--- config.mk ---
export PLATFORM = sky130hd
export DESIGN_NAME = shift_reg_sequencer
export DESIGN_NICKNAME = d
export VERILOG_FILES = /design/src/rtl/shift_seq_pkg.sv /design/src/rtl/cmd_fifo.sv /design/src/rtl/shift_reg_sequencer.sv
export SDC_FILE = /design/constraint.sdc
export NUM_CORES = 1
export LEC_CHECK = 0
export CAP_MARGIN = 10
export CORE_MARGIN = 2
export CORE_UTILIZATION = 54
export DETAILED_ROUTE_END_ITERATION = 10
export PLACE_DENSITY = 0.75
export SLEW_MARGIN = 0
export SYNTH_ARGS = -nofsm -noshare
export SYNTH_HDL_FRONTEND = slang
export SYNTH_SLANG_ARGS = --single-unit
--- constraint.sdc ---
create_clock -name clk -period 3.15 [get_ports clk]
set_input_delay 0.4725 -clock clk [delete_from_list [all_inputs] [get_ports clk]]
set_output_delay 0.4725 -clock clk [all_outputs]
set_load 0.01 [all_outputs]
--- src/rtl/shift_seq_pkg.sv ---
// Shared definitions for the shift-register sequencer: downstream mode codes,
// FSM states and the queued command entry.
package shift_seq_pkg;

    // {s1,s0} mode codes understood by the downstream universal shift register
    localparam logic [1:0] HOLD = 2'b00;
    localparam logic [1:0] SHR  = 2'b01;
    localparam logic [1:0] SHL  = 2'b10;
    localparam logic [1:0] LOAD = 2'b11;

    typedef enum logic [1:0] {
        ST_IDLE  = 2'd0,
        ST_LOAD  = 2'd1,
        ST_SHIFT = 2'd2,
        ST_DONE  = 2'd3
    } state_t;

    typedef struct packed {
        logic [3:0] word;
        logic       dir;
        logic [2:0] len;
        logic       fill;
    } cmd_t;

    localparam int CMD_W = 9;

    localparam logic [2:0] MAX_LEN = 3'd4;

    function automatic logic [2:0] clamp_len(input logic [2:0] len);
        return (len > MAX_LEN) ? MAX_LEN : len;
    endfunction

endpackage

--- src/rtl/cmd_fifo.sv ---
// Command FIFO: power-of-two depth, registered empty/full and a registered
// ready that stays low while reset is applied.
module cmd_fifo
    import shift_seq_pkg::*;
#(
    parameter int DEPTH = 2
) (
    input  logic clk,
    input  logic rst,
    input  logic push,
    input  cmd_t push_data,
    input  logic pop,
    output cmd_t head,
    output logic empty,
    output logic ready
);

    localparam int AW = $clog2(DEPTH);
    localparam logic [AW:0] FULL_CNT = (AW + 1)'(DEPTH);

    cmd_t          mem [DEPTH];
    logic [AW-1:0] wptr;
    logic [AW-1:0] rptr;
    logic [AW:0]   count;
    logic [AW:0]   count_n;
    logic          full;
    logic          do_push;
    logic          do_pop;

    // Popping frees the head slot first, so a push into a full FIFO is legal
    // in the same cycle as a pop.
    assign do_pop  = pop & ~empty;
    assign do_push = push & (~full | do_pop);
    assign head    = mem[rptr];

    always_comb begin
        count_n = count;
        if (do_push && !do_pop) begin
            count_n = count + (AW + 1)'(1);
        end else if (!do_push && do_pop) begin
            count_n = count - (AW + 1)'(1);
        end
    end

    always_ff @(posedge clk) begin
        if (rst) begin
            wptr  <= '0;
            rptr  <= '0;
            count <= '0;
            empty <= 1'b1;
            full  <= 1'b0;
            ready <= 1'b0;
        end else begin
            if (do_push) wptr <= wptr + AW'(1);
            if (do_pop)  rptr <= rptr + AW'(1);
            count <= count_n;
            empty <= (count_n == '0);
            full  <= (count_n == FULL_CNT);
            ready <= (count_n != FULL_CNT);
        end
    end

    always_ff @(posedge clk) begin
        if (do_push) mem[wptr] <= push_data;
    end

endmodule

--- src/rtl/shift_reg_sequencer.sv ---
// Sequencer that turns queued (word, dir, len, fill) commands into mode/data
// drive for a downstream 4-bit universal shift register.
module shift_reg_sequencer
    import shift_seq_pkg::*;
#(
    parameter int FIFO_DEPTH = 2
) (
    input  logic       clk,
    input  logic       rst,
    input  logic       cmd_valid,
    output logic       cmd_ready,
    input  logic [3:0] cmd_word,
    input  logic       cmd_dir,
    input  logic [2:0] cmd_len,
    input  logic       cmd_fill,
    input  logic       pause,
    output logic       s1,
    output logic       s0,
    output logic [3:0] Data_In,
    output logic       MSB_In,
    output logic       LSB_In,
    output logic       busy,
    output logic       done
);

    // Handshake: a command transfers on every rising clk edge where cmd_valid
    // and cmd_ready are both high; cmd_ready never depends on cmd_valid.
    cmd_t       push_data;
    cmd_t       head;
    logic       fifo_empty;
    logic       pop;

    assign push_data = '{word: cmd_word, dir: cmd_dir, len: cmd_len, fill: cmd_fill};

    cmd_fifo #(
        .DEPTH(FIFO_DEPTH)
    ) u_fifo (
        .clk      (clk),
        .rst      (rst),
        .push     (cmd_valid & cmd_ready),
        .push_data(push_data),
        .pop      (pop),
        .head     (head),
        .empty    (fifo_empty),
        .ready    (cmd_ready)
    );

    state_t     state, state_n;
    cmd_t       cur, cur_n;
    logic [2:0] cnt, cnt_n;
    logic [1:0] mode, mode_n;
    logic [3:0] data_n;
    logic       msb_n, lsb_n, done_n;
    logic       active;

    // A LOAD/SHIFT cycle whose registered mode is non-HOLD actually issued
    // its operation; a HOLD there marks a paused cycle that must repeat.
    assign active = (mode != HOLD);

    always_comb begin
        state_n = state;
        cur_n   = cur;
        cnt_n   = cnt;
        pop     = 1'b0;
        mode_n  = HOLD;
        data_n  = 4'd0;
        msb_n   = 1'b0;
        lsb_n   = 1'b0;
        done_n  = 1'b0;

        case (state)
            ST_IDLE: begin
                if (!fifo_empty && !pause) begin
                    pop     = 1'b1;
                    cur_n   = head;
                    state_n = ST_LOAD;
                end
            end
            ST_LOAD: begin
                if (active) begin
                    cnt_n   = clamp_len(cur.len);
                    state_n = (clamp_len(cur.len) == 3'd0) ? ST_DONE : ST_SHIFT;
                end
            end
            ST_SHIFT: begin
                if (active) begin
                    cnt_n = cnt - 3'd1;
                    if (cnt == 3'd1) state_n = ST_DONE;
                end
            end
            ST_DONE: begin
                if (!fifo_empty && !pause) begin
                    pop     = 1'b1;
                    cur_n   = head;
                    state_n = ST_LOAD;
                end else begin
                    state_n = ST_IDLE;
                end
            end
            default: state_n = ST_IDLE;
        endcase

        // Outputs are decoded from the next state so they line up with it
        case (state_n)
            ST_LOAD: begin
                if (!pause) begin
                    mode_n = LOAD;
                    data_n = cur_n.word;
                end
            end
            ST_SHIFT: begin
                if (!pause) begin
                    if (cur_n.dir) begin
                        mode_n = SHL;
                        lsb_n  = cur_n.fill;
                    end else begin
                        mode_n = SHR;
                        msb_n  = cur_n.fill;
                    end
                end
            end
            ST_DONE: done_n = 1'b1;
            default: ;
        endcase
    end

    always_ff @(posedge clk) begin
        if (rst) begin
            state   <= ST_IDLE;
            cur     <= '0;
            cnt     <= 3'd0;
            mode    <= HOLD;
            Data_In <= 4'd0;
            MSB_In  <= 1'b0;
            LSB_In  <= 1'b0;
            busy    <= 1'b0;
            done    <= 1'b0;
        end else begin
            state   <= state_n;
            cur     <= cur_n;
            cnt     <= cnt_n;
            mode    <= mode_n;
            Data_In <= data_n;
            MSB_In  <= msb_n;
            LSB_In  <= lsb_n;
            busy    <= (state_n != ST_IDLE);
            done    <= done_n;
        end
    end

    assign s1 = mode[1];
    assign s0 = mode[0];

endmodule

# Word-level counts from Yosys, hierarchy flattened
# Memories as Yosys holds them, arrays and structs flattened. A register that Yosys moved wholly into a read port is not among the register bits.
# Cells that the tools add are included.
[op_classes]
shifts = 0
order_cmp = 1
reduce_logical = 19
n_eq_ne = 11
addsub = 5
n_div = 0
bitwise = 9
n_mul = 0
n_mux = 26
[ops]
columns = ["operator", "n"]
rows = [
  ["2-bit 2-to-1 mux", 9],
  ["9-bit 2-to-1 mux", 2],
  ["2-bit equality test (second input constant)", 5],
  ["1-bit 2-to-1 mux", 9],
  ["3-bit 2-to-1 mux", 3],
  ["2-bit case mux with 4 select lines", 1],
  ["4-bit OR reduction", 2],
  ["2-bit != test (second input constant)", 3],
  ["3-bit case mux with 2 select lines", 1],
  ["2-bit nonzero test", 3],
  ["1-bit NOT", 5],
  ["2-bit by 1-bit equality test with 1-bit output (second input constant)", 2],
  ["1-bit zero test", 4],
  ["2-bit zero test", 2],
  ["2-bit case mux with 2 select lines", 1],
  ["1-bit bitwise AND", 3],
  ["3-bit by 1-bit equality test with 1-bit output (second input constant)", 1],
  ["3-bit > comparator (second input constant)", 1],
  ["1-bit logical AND", 3],
  ["3-bit zero test", 1],
  ["3-bit AND reduction", 1],
  ["3-bit OR reduction", 1],
  ["3-bit by 1-bit subtractor with 3-bit output (second input constant)", 1],
  ["1-bit adder (second input constant)", 2],
  ["5 further kinds", 5],
]
[word_totals]
mem_bits_rw = 18
latchBits = 0
memories = 1
elab_cells = 90
output_inout_bits = 11
input_bits = 13
romBits = 0
regBits = 31
[mem_list]
columns = ["name", "depth", "word_bits", "rd", "rd_clocked_by_memory_dff", "write_ports", "line_no", "source"]
rows = [
  ["u_fifo.mem", 2, 9, 1, 1, 1, "cmd_fifo.sv:21", "cmd_t mem [DEPTH];"],
]

# Depth between registers and ports, before layout
# Gate-level depths: netlist (run 1).
[logic_depth]
depth_word = 12
ltp_mapped = 10
depth_no_buf = 9

# Modules after synthesis
# A second synthesis (run 1) with hierarchy kept.
[hier_totals]
hier_cells = 182
hier_area_um2 = 2137.0
[by_module_without_submodules]
columns = ["module", "instances", "area_per_inst_um2", "seq_area_each_um2", "cells_each"]
rows = [
  ["shift_reg_sequencer", 1, 1089.8, 480.5, 114],
  ["cmd_fifo", 1, 1047.3, 700.7, 68],
]

# Worst setup path after synthesis (run 1)
# Ideal clock, no wire load.
[synth_timing]
kind = "reg-to-reg"
from = "register state[0]"
to = "memory u_fifo.mem[0][0] (netlist bit), enable pin"
path_stages_with_launch = 6
period_less_slack_ns = 2.256
arrival_ns = 1.880
n_path_buf = 0
setup_time_ns = 0.375
required_ns = 2.775
setup_slack_ns = 0.894
cell_sequence = "dfxtp_1 > inv_1 > ha_1 > or3_4 > a21oi_1 > nor2b_1"
[synth_between]
elab_chain_len = 8
word_cells_on_any_way = 9
classes_between = "eq/ne (1); mux (3); bitwise (3); reduce/logical (2)"
[synth_lines]
columns = ["element", "line_no", "source"]
rows = [
  ["start, declared", "shift_reg_sequencer.sv:48", "state_t state, state_n;"],
  ["start signal, assigned", "shift_reg_sequencer.sv:139", "state <= state_n;"],
  ["2-bit equality test or 2-bit zero test (tied branches)", "shift_reg_sequencer.sv:71", "case (state)"],
  ["2-bit OR reduction (no source line) (*)", "n/a", ""],
  ["1-bit 2-to-1 mux (*)", "n/a", ""],
  ["1-bit bitwise AND (*)", "cmd_fifo.sv:32", "assign do_pop = pop & ~empty;"],
  ["1-bit OR (*)", "cmd_fifo.sv:33", "assign do_push = push & (~full | do_pop);"],
  ["1-bit bitwise AND (*)", "cmd_fifo.sv:33", ""],
  ["1-bit 2-to-1 mux (*)", "cmd_fifo.sv:64", "if (do_push) mem[wptr] <= push_data;"],
  ["1-bit 2-to-1 mux (implied by the code) (*)", "cmd_fifo.sv:64", ""],
  ["end, declared", "cmd_fifo.sv:21", ""],
]
# Every way passes the cells marked *; elsewhere a longest branch is shown, timed or not.

# Worst setup path in the final report (run 1)
[layout_timing]
from = "register state[0]"
to = "memory u_fifo.mem[1][5] (netlist bit), enable pin"
# The elaborated chain is that of the path after synthesis.

==> impl_metrics.csv, run 1 <==
group,metric,value,unit
detailed_routing,totalWireLength,3.46,mm
worst_setup_path,cp-end-kind,"register",
detailed_routing,drt_first_pass_iters,4,
synthesis,synth-seq-cells,50,
clocking,cts_hold_repair.buffers,0,
worst_setup_path,path_cells,"inv_1, ha_1, or3_4, a21oi_1, and2_1",
sta,rsz0062_at_grt,"false",
finish,layout-drive-gt1-share,0.0931,
global_routing,grt_pass1_wl,5.93,mm
detailed_routing,ant_nets,0,
die,fp.dieW,65.7,um
placed_design,gp_congestion,0.746,
finish,regArea,0.00118,mm^2
sta,finalSetupViolations,0,
synthesis,synthCells,177,
die,core.rowCount,22,
global_routing,grt_overflow,0,
worst_setup_path,crit_path_max_fanout,9,
worst_setup_path,max_stage_delay,0.44,ns
global_routing,grt_pass1_vias,1315,
synthesis,syn_nets,200,
global_routing,antenna_found_initial,0,
finish,n_fill_cell,285,
finish,final_common_cell,"dfxtp_1",
clocking,cts_inserted_buffers,5,
synthesis,synth.distinct_cells,40,
sta,hold_viol,0,
finish,finalInstanceArea,0.00244,mm^2
detailed_routing,wl_per_cell,13.7,um
sta,slew_headroom,0.614,
clocking,htreeDepth,2,
power_and_ir_drop,power.leakage,0.889,nW
placed_design,place_hpwl,2.48,mm
clocking,cts_sinks,50,
clocking,clock_path_buffers,2,
worst_setup_path,crit_type,"reg -> reg",
sta,max_slew.worst_pin.slew,0.577,ns
sta,period_needed,2.30,ns
synthesis,avgSynthCellArea,11.6,um^2
placed_design,placed_cell_area,0.00233,mm^2
sta,fin_skew,0.00846,ns
status,status,"finished clean",
die,dieArea,0.00432,mm^2
finish,multi_input_area,811,um^2
die,ios,24,
synthesis,synthesis.area,0.00206,mm^2
detailed_routing,drt_iter0_drc,46,
worst_setup_path,critPathBufInv,1,
sta,tns,0,ns
finish,post-route-util,0.667,
power_and_ir_drop,finalPower,1.60,mW
worst_setup_path,startpoint_type,"register",
finish,area_delta_synth_final,18.7,%
power_and_ir_drop,p_per_area,654,mW/mm^2
global_routing,grt_use_total,0.184,
clocking,cts_tree,"built",
sta,report.final.slew_viol_count,0,
die,fp.dieH,65.7,um
worst_setup_path,crit_arrival,2.26,ns
detailed_routing,vias,1351,
finish,final_cell_mix,"dfxtp_1 (32), nor2_1 (23), clkdlybuf4s50_1 (23)",
detailed_routing,via_per_inst,5.36,
clocking,clock_latency,0.31,ns
synthesis,yosys_warnings,0,
synthesis,async_flop_share,0,
global_routing,grt_max_degree,17,
detailed_routing,drc,0,
placed_design,portBuffers,23,
hold_path,hold_path.class,"reg -> reg",
synthesis,ys_seq_area_frac,0.574,
job,drv_cap,0,
sta,max_freq,0.435,GHz
worst_setup_path,cp.required,3.11,ns
worst_setup_path,crit_slowest_cell,"and2_1",
worst_setup_path,cp_top_family,"simple AND/OR/NAND/NOR gates",
sta,period_share,0.730,
sta,holdWs,0.459,ns
power_and_ir_drop,vdd_ir_drop_max,0.360,mV
clocking,cts-root-buf,"clkbuf_8",
clocking,clk_pin_slew,0.09,ns
finish,antennaDiodeCount,0,
clocking,cts_setup_buffers,0,
die,coreArea,0.00366,mm^2
synthesis,synth-edff-count,18,
finish,final_nets,226,
die,start_util,0.562,
clocking,cts_resized,0,
synthesis,synth-main-ff-cell,"dfxtp_1",
==> Yosys cell counts (2+ instances only) <==
library cell / count / share of area
clkbuf_1: 2 / 0.0036
buf_4: 2 / 0.0073
nor3b_1: 2 / 0.0073
and2_1: 6 / 0.018
buf_2: 2 / 0.0049
mux2_2: 2 / 0.011
nand2_1: 3 / 0.0055
o21ai_0: 7 / 0.017
a211oi_1: 8 / 0.029
dfxtp_1: 32 / 0.31
edfxtp_1: 18 / 0.26
nor4_1: 4 / 0.012
mux2i_1: 11 / 0.053
a21oi_1: 10 / 0.024
nor2_1: 23 / 0.042
xnor2_1: 2 / 0.0085
nor2b_1: 4 / 0.012
ha_1: 10 / 0.061
inv_1: 8 / 0.015
==> worst paths after layout <==
kind,cells after the start,end,slack (ns),from
setup / recovery,5,u_fifo.mem[1][5],0.85,state[0]
hold / removal,2,cnt[1],0.46,cnt[1]
setup reg to reg,5,u_fifo.mem[1][5],0.85,state[0]
hold reg to reg,2,cnt[1],0.46,cnt[1]
==> power by group <==
group	internal, mW	total, mW	switching [mW]
logic	0.170	0.341	0.171
registers	0.753	0.818	0.0658
clock network	0.234	0.440	0.206
total	1.16	1.60	0.443
==> state kept, by name, summed over array words and instances (netlist names), named ones only <==
signal / cells
Data_In: 4
LSB_In: 1
MSB_In: 1
busy: 1
cnt: 3
cur: 9
done: 1
mode: 2
state: 2
u_fifo.count: 2
u_fifo.empty: 1
u_fifo.full: 1
u_fifo.mem: 18
u_fifo.ready: 1
u_fifo.rptr: 1
u_fifo.wptr: 1
==> stage by stage <==
step / setup slack (ns) / instances
floorplan: 0.894 / 177
CTS: 0.820 / 252
global placement: 0.714 / 244
finish: 0.849 / 252
detailed placement: 0.650 / 244
global route: 0.671 / 252
==> layout make-up <==
class | count | area share
multi-input cells | 112 | 0.332
well taps | 48 | 0.0246
flip-flops and latches | 50 | 0.483
clock buffers | 5 | 0.0282
inverters | 8 | 0.0123
repair buffers | 26 | 0.103
clock inverters | 3 | 0.0164
==> tightest hold or removal path, cell delays in order (launching register included) <==
cell,delay [ns]
dfxtp_1,0.32
nand2_1,0.05
a21oi_1,0.05
==> logic make-up (layout without fill, tap and decap cells) <==
| logic type | count (synthesis) | after routing | synth area share |
|---|---|---|---|
| AO/OA/AOI/OAI | 32 | 32 | 0.0973 |
| XOR/XNOR | 3 | 3 | 0.0164 |
| adder cells (fa/ha/maj) | 10 | 10 | 0.0608 |
| buffers and inverters | 15 | 42 | 0.0322 |
| flip-flops | 50 | 50 | 0.574 |
| multiplexers | 14 | 14 | 0.0717 |
| AND/OR/NAND/NOR | 53 | 53 | 0.148 |
==> routing by layer <==
layer | routed length (um) | share of wire | track usage | vias up
met4 | 67 | 0.019 | 0.0833 | 0
li1 | - | - | - | 676
met5 | 0 | 0 | 0 | -
met2 | 1770 | 0.51 | 0.307 | 27
met1 | 1490 | 0.43 | 0.220 | 639
met3 | 129 | 0.037 | 0.0497 | 9
No activity file was read; power rests on OpenSTA's default activity.
==> inputs of run 2 (changes only) <==
--- a/config.mk
+++ b/config.mk
@@ -7,9 +7,9 @@
 export LEC_CHECK = 0
 export CAP_MARGIN = 10
 export CORE_MARGIN = 2
-export CORE_UTILIZATION = 54
+export CORE_UTILIZATION = 49
 export DETAILED_ROUTE_END_ITERATION = 10
-export PLACE_DENSITY = 0.75
+export PLACE_DENSITY = 0.72
 export SLEW_MARGIN = 0
 export SYNTH_ARGS = -nofsm -noshare
 export SYNTH_HDL_FRONTEND = slang
==> constraint.sdc (replaced) <==
create_clock -name clk -period 2 [get_ports clk]
set_input_delay 0.3 -clock clk [delete_from_list [all_inputs] [get_ports clk]]
set_output_delay 0.3 -clock clk [all_outputs]
set_load 0.01 [all_outputs]
==> impl_metrics.csv, run 2 (synthesis results as in run 1) <==
group,metric,value,unit
clocking,clk_pin_slew,0.09,ns
sta,max_slew.worst_pin.slew,0.462,ns
worst_setup_path,startpoint_type,"register",
sta,fin_skew,0.00956,ns
hold_path,whs_path_depth,2,
power_and_ir_drop,power.leakage,0.974,nW
detailed_routing,wl_met2,1.88,mm
worst_setup_path,max_stage_delay,0.39,ns
global_routing,antenna_found_initial,0,
global_routing,grt_max_degree,16,
die,dieArea,0.00473,mm^2
sta,rsz0062_at_grt,"false",
detailed_routing,via_per_inst,5.25,
worst_setup_path,cp-end-kind,"register",
global_routing,grt_pass1_vias,1387,
detailed_routing,totalWireLength,3.76,mm
clocking,cts_sinks,50,
sta,finalSetupViolations,0,
worst_setup_path,crit_type,"reg -> reg",
sta,period_needed,1.92,ns
die,fp.dieW,68.8,um
worst_setup_path,crit_arrival,2.13,ns
clocking,clock_latency,0.30,ns
worst_setup_path,timing.rr.end,"u_fifo.empty",
clocking,htreeDepth,2,
sta,hold_viol,0,
sta,report.final.slew_viol_count,0,
worst_setup_path,r2r-start,"state[0]",
worst_setup_path,crit_slowest_cell,"or3_4",
finish,final_nets,244,
clocking,cts_inserted_buffers,5,
sta,slew_headroom,0.691,
finish,layout.cells.non_filler,272,
worst_setup_path,r2r_slack,0.08,ns
hold_path,hold_path.class,"reg -> reg",
die,core.rowCount,23,
detailed_routing,highest_layer,"met4",
detailed_routing,drt_first_pass_iters,4,
sta,max_freq,0.520,GHz
job,drv_cap,0,
global_routing,grt_use_total,0.178,
global_routing,grt_overflow,0,
sta,setup_ws,0.0756,ns
detailed_routing,vias,1427,
worst_setup_path,cp_top_family,"simple AND/OR/NAND/NOR gates",
placed_design,place_hpwl,2.66,mm
clocking,cts-root-buf,"clkbuf_8",
placed_design,pre_cts_slack,-0.195,ns
worst_setup_path,cp.required,2.21,ns
worst_setup_path,crit_path_max_fanout,3,
worst_setup_path,r2r_cells,7,
placed_design,portBuffers,23,
detailed_routing,wl_met3,129,um
finish,post-route-util,0.656,
detailed_routing,drc,0,
power_and_ir_drop,vdd_ir_drop_max,0.690,mV
finish,final_common_cell,"dfxtp_1",
finish,largest_reg_flops,18,
placed_design,gp_congestion,0.757,
worst_setup_path,critPathBufInv,2,
die,coreArea,0.00403,mm^2
sta,tns,0,ns
detailed_routing,drt_iter0_drc,77,
die,ios,24,
finish,layout-drive-gt1-share,0.243,
clocking,cts_hold_repair.buffers,0,
clocking,clock_path_buffers,2,
power_and_ir_drop,p_per_area,988,mW/mm^2
detailed_routing,wl_met1,1.69,mm
detailed_routing,wl_per_cell,13.8,um
global_routing,grt_pass1_wl,5.96,mm
hold_path,hold_end,"cnt[1]",
placed_design,dp_cells,262,
detailed_routing,ant_nets,0,
finish,final_cell_mix,"dfxtp_1 (30), nor2_1 (23), clkdlybuf4s50_1 (23)",
clocking,cts_tree,"built",
finish,area_delta_synth_final,28.5,%
worst_setup_path,path_cells,"inv_2, ha_4, or3_4, buf_4, mux2_4, xnor2_2, o21a_1",
sta,period_share,0.962,
finish,n_fill_cell,318,
finish,reg_top3,"u_fifo.mem x18, cur x9, Data_In x4",
finish,regMostFlops,"u_fifo.mem",
die,fp.dieH,68.8,um
die,start_util,0.511,
status,status,"finished clean",
finish,antennaDiodeCount,0,
hold_path,hp-start,"cnt[1]",
==> run 2: cell types whose count changed in the layout (fill, tap and decap cells not counted), sizes merged <==
cell / change
bufinv: -1
nor2b: +1
clkinvlp: +1
clkbuf: +1
clkinv: -1
buf: +17
==> run 2: report_power, final <==
part           total [mW]  internal (mW)  switching (mW)
sequential           1.27           1.19          0.0878
combinational       0.730          0.386           0.344
clock               0.608          0.278           0.329
==> run 2: final cells by class <==
class                   instances  area, um^2  area share
multi-input cells             113         892       0.337
repair buffers                 43         380       0.144
flip-flops and latches         50        1180       0.448
clock inverters                 2        12.5     0.00473
well taps                      50        62.6      0.0237
clock buffers                   6        82.6      0.0312
inverters                       8        30.0      0.0114
==> run 2: tightest hold or removal path, stage by stage (launching register included) <==
cell,delay [ns]
dfxtp_1,0.32
nand2_1,0.06
a21oi_1,0.05
==> run 2: stage by stage <==
stage                     cell area, um^2  total power, mW  hold WS (ns)
final                                2640             2.61         0.467
after global routing                 2640             2.75         0.494
after CTS                            2580             2.58         0.465
after detailed placement             2470             1.95         0.452
after global placement               2470             1.92         0.442
after floorplan                      2070             1.70         0.379
==> run 2: what timing repair did <==
action	in CTS	in global routing
resized for setup	7	14
gates cloned	1	0
setup buffers	0	1
endpoints found under the setup margin	23	31
pin swaps	4	5
==> run 2: worst max-delay path by stage <==
stage,slack [ns],cells past startpoint,endpoint,from
CTS,0.002,7,u_fifo.empty,state[0]
finish,0.08,7,u_fifo.empty,state[0]
global placement,-0.16,4,u_fifo.mem[0][1],pause
global route,0.002,9,Data_In[1],state[1]
floorplan,0.01,5,u_fifo.mem[0][0],state[0]
detailed placement,-0.19,4,u_fifo.mem[0][0],pause
==> run 2: layer usage <==
layer / GRT usage / vias to the layer above
li1: - / 721
met1: 0.209 / 680
met2: 0.302 / 20
met3: 0.0536 / 6
met4: 0.0735 / 0
met5: 0 / -
==> inputs of run 3 (changes only) <==
--- a/config.mk
+++ b/config.mk
@@ -6,7 +6,7 @@
 export NUM_CORES = 1
 export LEC_CHECK = 0
 export CAP_MARGIN = 10
-export CORE_MARGIN = 2
+export CORE_MARGIN = 8
 export CORE_UTILIZATION = 49
 export DETAILED_ROUTE_END_ITERATION = 10
 export PLACE_DENSITY = 0.72
==> impl_metrics.csv, run 3 (synthesis results as in run 1) <==
group,metric,value,unit
detailed_routing,vias,1443,
worst_setup_path,cp.required,2.19,ns
worst_setup_path,crit_path_max_fanout,4,
worst_setup_path,crit_type,"reg -> reg",
finish,final_nets,244,
sta,slew_headroom,0.715,
status,status,"finished clean",
global_routing,grt_overflow,0,
power_and_ir_drop,combPwrFrac,0.290,
clocking,cts_sinks,50,
power_and_ir_drop,power.leakage,0.978,nW
die,dieArea,0.00653,mm^2
clocking,clk_pin_slew,0.08,ns
clocking,cts_inserted_buffers,5,
global_routing,grt_pass1_wl,6.44,mm
power_and_ir_drop,vdd_ir_drop_max,0.530,mV
detailed_routing,wl_met2,2.05,mm
detailed_routing,wl_met1,1.69,mm
detailed_routing,drt_first_pass_iters,4,
clocking,clock_latency,0.30,ns
sta,period_needed,1.95,ns
clocking,cts-root-buf,"clkbuf_8",
finish,reg_top3,"u_fifo.mem x18, cur x9, Data_In x4",
die,start_util,0.511,
placed_design,place_hpwl,2.89,mm
sta,finalSetupViolations,0,
sta,max_slew.worst_pin.slew,0.428,ns
sta,hold_viol,0,
worst_setup_path,startpoint_type,"register",
finish,final_cell_mix,"dfxtp_1 (30), nor2_1 (23), clkdlybuf4s50_1 (23)",
clocking,cts_tree,"built",
worst_setup_path,crit_arrival,2.15,ns
power_and_ir_drop,p_int,1.83,mW
finish,largest_reg_flops,18,
finish,final_common_cell,"dfxtp_1",
die,core.rowCount,23,
power_and_ir_drop,p_seq_frac,0.495,
detailed_routing,drc,0,
job,drv_cap,0,
clocking,htreeDepth,2,
finish,n_fill_cell,311,
hold_path,hold_path.class,"reg -> reg",
sta,tns,0,ns
power_and_ir_drop,switching_power,0.755,mW
sta,setup_ws,0.0463,ns
detailed_routing,highest_layer,"met4",
die,coreArea,0.00403,mm^2
sta,period_share,0.977,
detailed_routing,via_per_inst,5.31,
sta,fin_skew,0.00911,ns
power_and_ir_drop,switching_share,0.292,
detailed_routing,wl_met3,181,um
worst_setup_path,cp-end-kind,"register",
detailed_routing,ant_nets,0,
detailed_routing,drt_iter0_drc,86,
finish,regMostFlops,"u_fifo.mem",
die,fp.dieW,80.8,um
clocking,clock_path_buffers,2,
sta,max_freq,0.512,GHz
global_routing,antenna_found_initial,0,
finish,antennaDiodeCount,0,
placed_design,portBuffers,23,
placed_design,gp_congestion,0.785,
power_and_ir_drop,p_per_area,968,mW/mm^2
detailed_routing,totalWireLength,4.02,mm
placed_design,pre_cts_slack,-0.231,ns
die,fp.dieH,80.8,um
global_routing,grt_use_total,0.128,
global_routing,grt_max_degree,16,
sta,report.final.slew_viol_count,0,
die,ios,24,
power_and_ir_drop,clock_power_share,0.216,
detailed_routing,wl_per_cell,14.8,um
global_routing,grt_pass1_vias,1435,
finish,area_delta_synth_final,29.5,%
finish,layout-drive-gt1-share,0.243,
## run 3: cell types whose count changed in the layout (fill, tap and decap cells not counted), sizes merged
cell	change
clkinvlp	-1
clkinv	+1
## run 3: repair_timing
| action | CTS | global route |
|---|---|---|
| pin swaps | 3 | 4 |
| buffers inserted | 0 | 2 |
| gates cloned | 1 | 0 |
| endpoints found under the setup margin | 29 | 25 |
| endpoints found under the hold margin | 0 | 0 |
| gates resized for setup | 7 | 16 |
| hold buffers | 0 | 0 |
## run 3: final cells by class
type,count,area (um^2),share of cell area
sequential,50,1180,0.444
tap,50,62.6,0.0235
inverter,8,30.0,0.0113
timing repair buffer,43,380,0.143
multi-input combinational,113,923,0.346
clock inverter,2,13.8,0.00516
clock buffer,6,72.6,0.0272
## run 3: final timing paths
kind	startpoint	end	slack (ns)	cells past startpoint
worst min-delay path	cnt[1]	cnt[1]	0.46	2
worst max register to register	state[1]	Data_In[1]	0.05	10
worst max-delay path	state[1]	Data_In[1]	0.05	10
worst min register to register	cnt[1]	cnt[1]	0.46	2
## run 3: per-layer routing
layer | vias to the layer above | GRT usage
met5 | - | 0
met4 | 0 | 0.0589
met3 | 11 | 0.0386
met2 | 30 | 0.218
met1 | 686 | 0.145
li1 | 716 | -
## run 3: metrics by stage
stage	hold slack, ns	area, um^2	power (mW)	std cells	utilization
after global routing	0.498	2670	2.74	272	0.662
after detailed placement	0.454	2460	1.95	261	0.610
after CTS	0.465	2580	2.53	270	0.640
after global placement	0.443	2460	1.91	261	0.610
after floorplan	0.379	2070	1.70	177	-
final	0.464	2670	2.58	272	0.662
## run 3: power groups by stage
stage	logic, mW	registers (mW)	clock network, mW
final	0.748	1.28	0.556
after global routing	0.828	1.29	0.621
after CTS	0.681	1.27	0.579
after detailed placement	0.657	1.29	0
after global placement	0.630	1.28	0
after floorplan	0.415	1.28	0
## run 3: worst max-delay path: stages (launching register included)
cell and delay, ns:
dfxtp_2 0.35, inv_2 0.06, buf_4 0.14, ha_1 0.19, buf_4 0.14, o211ai_1 0.08
and4_4 0.27, inv_1 0.06, ha_2 0.18, and2b_2 0.22, and2_1 0.16
==> patch: new RTL, config.mk and constraints of run 3 <==
`Data_In` no longer has a reset.
--- a/src/rtl/shift_reg_sequencer.sv
+++ b/src/rtl/shift_reg_sequencer.sv
@@ -130,7 +130,6 @@
             cur     <= '0;
             cnt     <= 3'd0;
             mode    <= HOLD;
-            Data_In <= 4'd0;
             MSB_In  <= 1'b0;
             LSB_In  <= 1'b0;
             busy    <= 1'b0;
@@ -140,7 +139,6 @@
             cur     <= cur_n;
             cnt     <= cnt_n;
             mode    <= mode_n;
-            Data_In <= data_n;
             MSB_In  <= msb_n;
             LSB_In  <= lsb_n;
             busy    <= (state_n != ST_IDLE);
@@ -148,6 +146,10 @@
         end
     end
 
+    always_ff @(posedge clk) begin
+        Data_In <= data_n;
+    end
+
     assign s1 = mode[1];
     assign s0 = mode[0];
 
Behaviour: differs if rst is asserted again (counterexample within 4 cycles, from zero or initial values and one cycle with rst high); with rst held inactive, the same outputs for 10 cycles.
==> patch against run 3 <==
Worst setup slack improved by 47 ps; combinational power decreased by 7.6%; synthesized area down 1.1%; sequential cell count unchanged; first-iteration DRC count fell by 35%; clock skew fell by 2.0 ps; total power increased by 3.1%; die area fell by 0.88%; wire length fell by 1.8%; maximum frequency is 2.5% higher; final area down 0.28%; via count shrank 1.5%; sequential share of layout area grew 0.078 points; synthesized cell count rose by 1.1%; critical path type unchanged; largest power group unchanged.
==> patch: results (changes against run 3) <==
metric;value;unit;change
GRT Total Usage;12.8;%;-0.053 points
Yosys cell types;37;;-7.5%
DR pass1 iterations;4;;unchanged
Slew HR;68.2;%;-3.3 points
biggest regs;u_fifo.mem x18, cur x9, Data_In x4;;
root buffer cell;clkbuf_8;;
Worst EP arrival;2110;ps;-40 ps
Ys Warns;0;;unchanged
Compound-Gate Fraction of Synth Area;9.59;%;-0.14 points
Post-CTS Repair Setup Buffers;0;;unchanged
Post-synth ARST share;0;%;unchanged
Port Buf Inserts;23;;unchanged
flop2flop setup slack;90;ps;+50 ps
RePlAce Congestion;0.809;;+3.1%
main area contributors after synthesis;dfxtp_1 (31%), edfxtp_1 (27%), ha_1 (6.1%);;
mux contribution to synthesized area;6.70;%;-0.47 points
first-pass GRT wire length;6340;um;-1.6%
Clk Latency, worst-skew pair;300;ps;about the same
Post-Route WL;3950;um;-1.8%
Worst path max stage delay;320;ps;-30 ps
sequential fraction of the synthesis area;58.0;%;+0.63 points
HPWL after DPL;2790;um;-3.4%
Layout Skew;7.12;ps;-1.99 ps
number of CTS-inserted buffers;5;;unchanged
Net Count, Synth;202;;+1.0%
vias in the first global route;1470;;+2.4%
peak supply drop;555;uV;+4.6%
clock buffer depth;2;;unchanged
clk slew on worst S/H paths;90;ps;
Core Area;4000;sq um;-0.71%
Post-DP Area;2450;sq um;-0.36%
HP Class;reg -> reg;;
DRT iter0 DRCs;56;;-35%
Synth Area in Adders;6.15;%;+0.067 points
antenna cells;0;;unchanged
Post-synth EDFFs;18;;unchanged
Worst path slowest cell;dfxtp_1;;
Layout Nets;244;;unchanged
leakage power;0.971;nW;-0.71%
largest net degree at the start of global routing;18;;+2
CP max FO;2;;-2
vias after detailed routing;1422;;-1.5%
H-tree levels;2;;unchanged
status;completed;;
initial antenna violation count;0;;unchanged
Post-Synth XOR/XNOR Area;1.66;%;+0.018 points
most common library cells after synthesis;dfxtp_1 (32), nor2_1 (28), edfxtp_1 (18), a21oi_1 (12), mux2i_1 (11);;
share of cells above drive strength 1;22.5;%;-1.8 points
[patch: critical path: cells and delay by family (launching register included)]
| kind | cells | cell delay [ps] |
|---|---|---|
| adder cells (fa/ha/maj) | 1 | 210 |
| buffers and inverters | 4 | 460 |
| multiplexers | 2 | 470 |
| flip-flops | 1 | 320 |
| AND/OR/NAND/NOR | 2 | 340 |
[patch: what timing repair did]
item | 4_1_cts | 5_1_grt
resized for setup | 2 | 20
setup endpoints to repair | 22 | 28
pin swaps | 2 | 3
cloned | 0 | 1
[patch: worst paths after layout]
path                            start                      to  depth (start not counted)
setup / recovery  state[1]$_SDFF_PP0_  u_fifo.full$_SDFF_PP0_                          9
hold / removal    cnt[1]$_SDFFE_PP0P_     cnt[1]$_SDFFE_PP0P_                          2
setup reg to reg  state[1]$_SDFF_PP0_  u_fifo.full$_SDFF_PP0_                          9
hold reg to reg   cnt[1]$_SDFFE_PP0P_     cnt[1]$_SDFFE_PP0P_                          2
[patch: report_power, final]
group          internal [mW]  total (mW)  leakage [nW]  switching (mW)
Clock                  0.378       0.702        0.0544           0.324
Sequential              1.18        1.27         0.426          0.0884
Combinational          0.358       0.691         0.491           0.333
Total                   1.92        2.66         0.971           0.745
[patch: metrics by stage]
step | hold WS, ps | std cells | util (%) | worst slack [ps] | TNS, ps
finish | 454 | 272 | 66.5 | 93.1 | 0
global route | 474 | 272 | 66.5 | -7.73 | -7.73
detailed placement | 443 | 263 | 61.2 | -86.3 | -776
floorplan | 399 | 179 | - | 2.60 | 0
global placement | 443 | 263 | 61.2 | -33.4 | -255
CTS | 455 | 271 | 64.4 | -1.98 | -1.98
[patch: layout make-up]
| cell class | instances | area (sq um) |
|---|---|---|
| multi-input cells | 115 | 907 |
| well taps | 50 | 62.6 |
| clock buffers | 6 | 73.8 |
| repair buffers | 41 | 365 |
| clock inverters | 2 | 37.5 |
| inverters | 8 | 30.0 |
| flip-flops and latches | 50 | 1180 |
| fillers | 310 | 1340 |
[patch: kinds of logic after synthesis]
group | Yosys count
xor gates and xnor gates | 3
buffers and inverters | 15
muxes | 13
AOI/OAI and AO/OA | 32
and+or+nand+nor | 56
DFF | 50
adders and majority gates | 10
[patch: layer usage]
metal	vias to the layer above	global-route usage (%)	share of wire, %
li1	707	-	-
met1	678	12.6	41
met2	26	22.3	51
met3	11	4.91	4.4
met4	0	7.27	3.1
met5	-	0	0
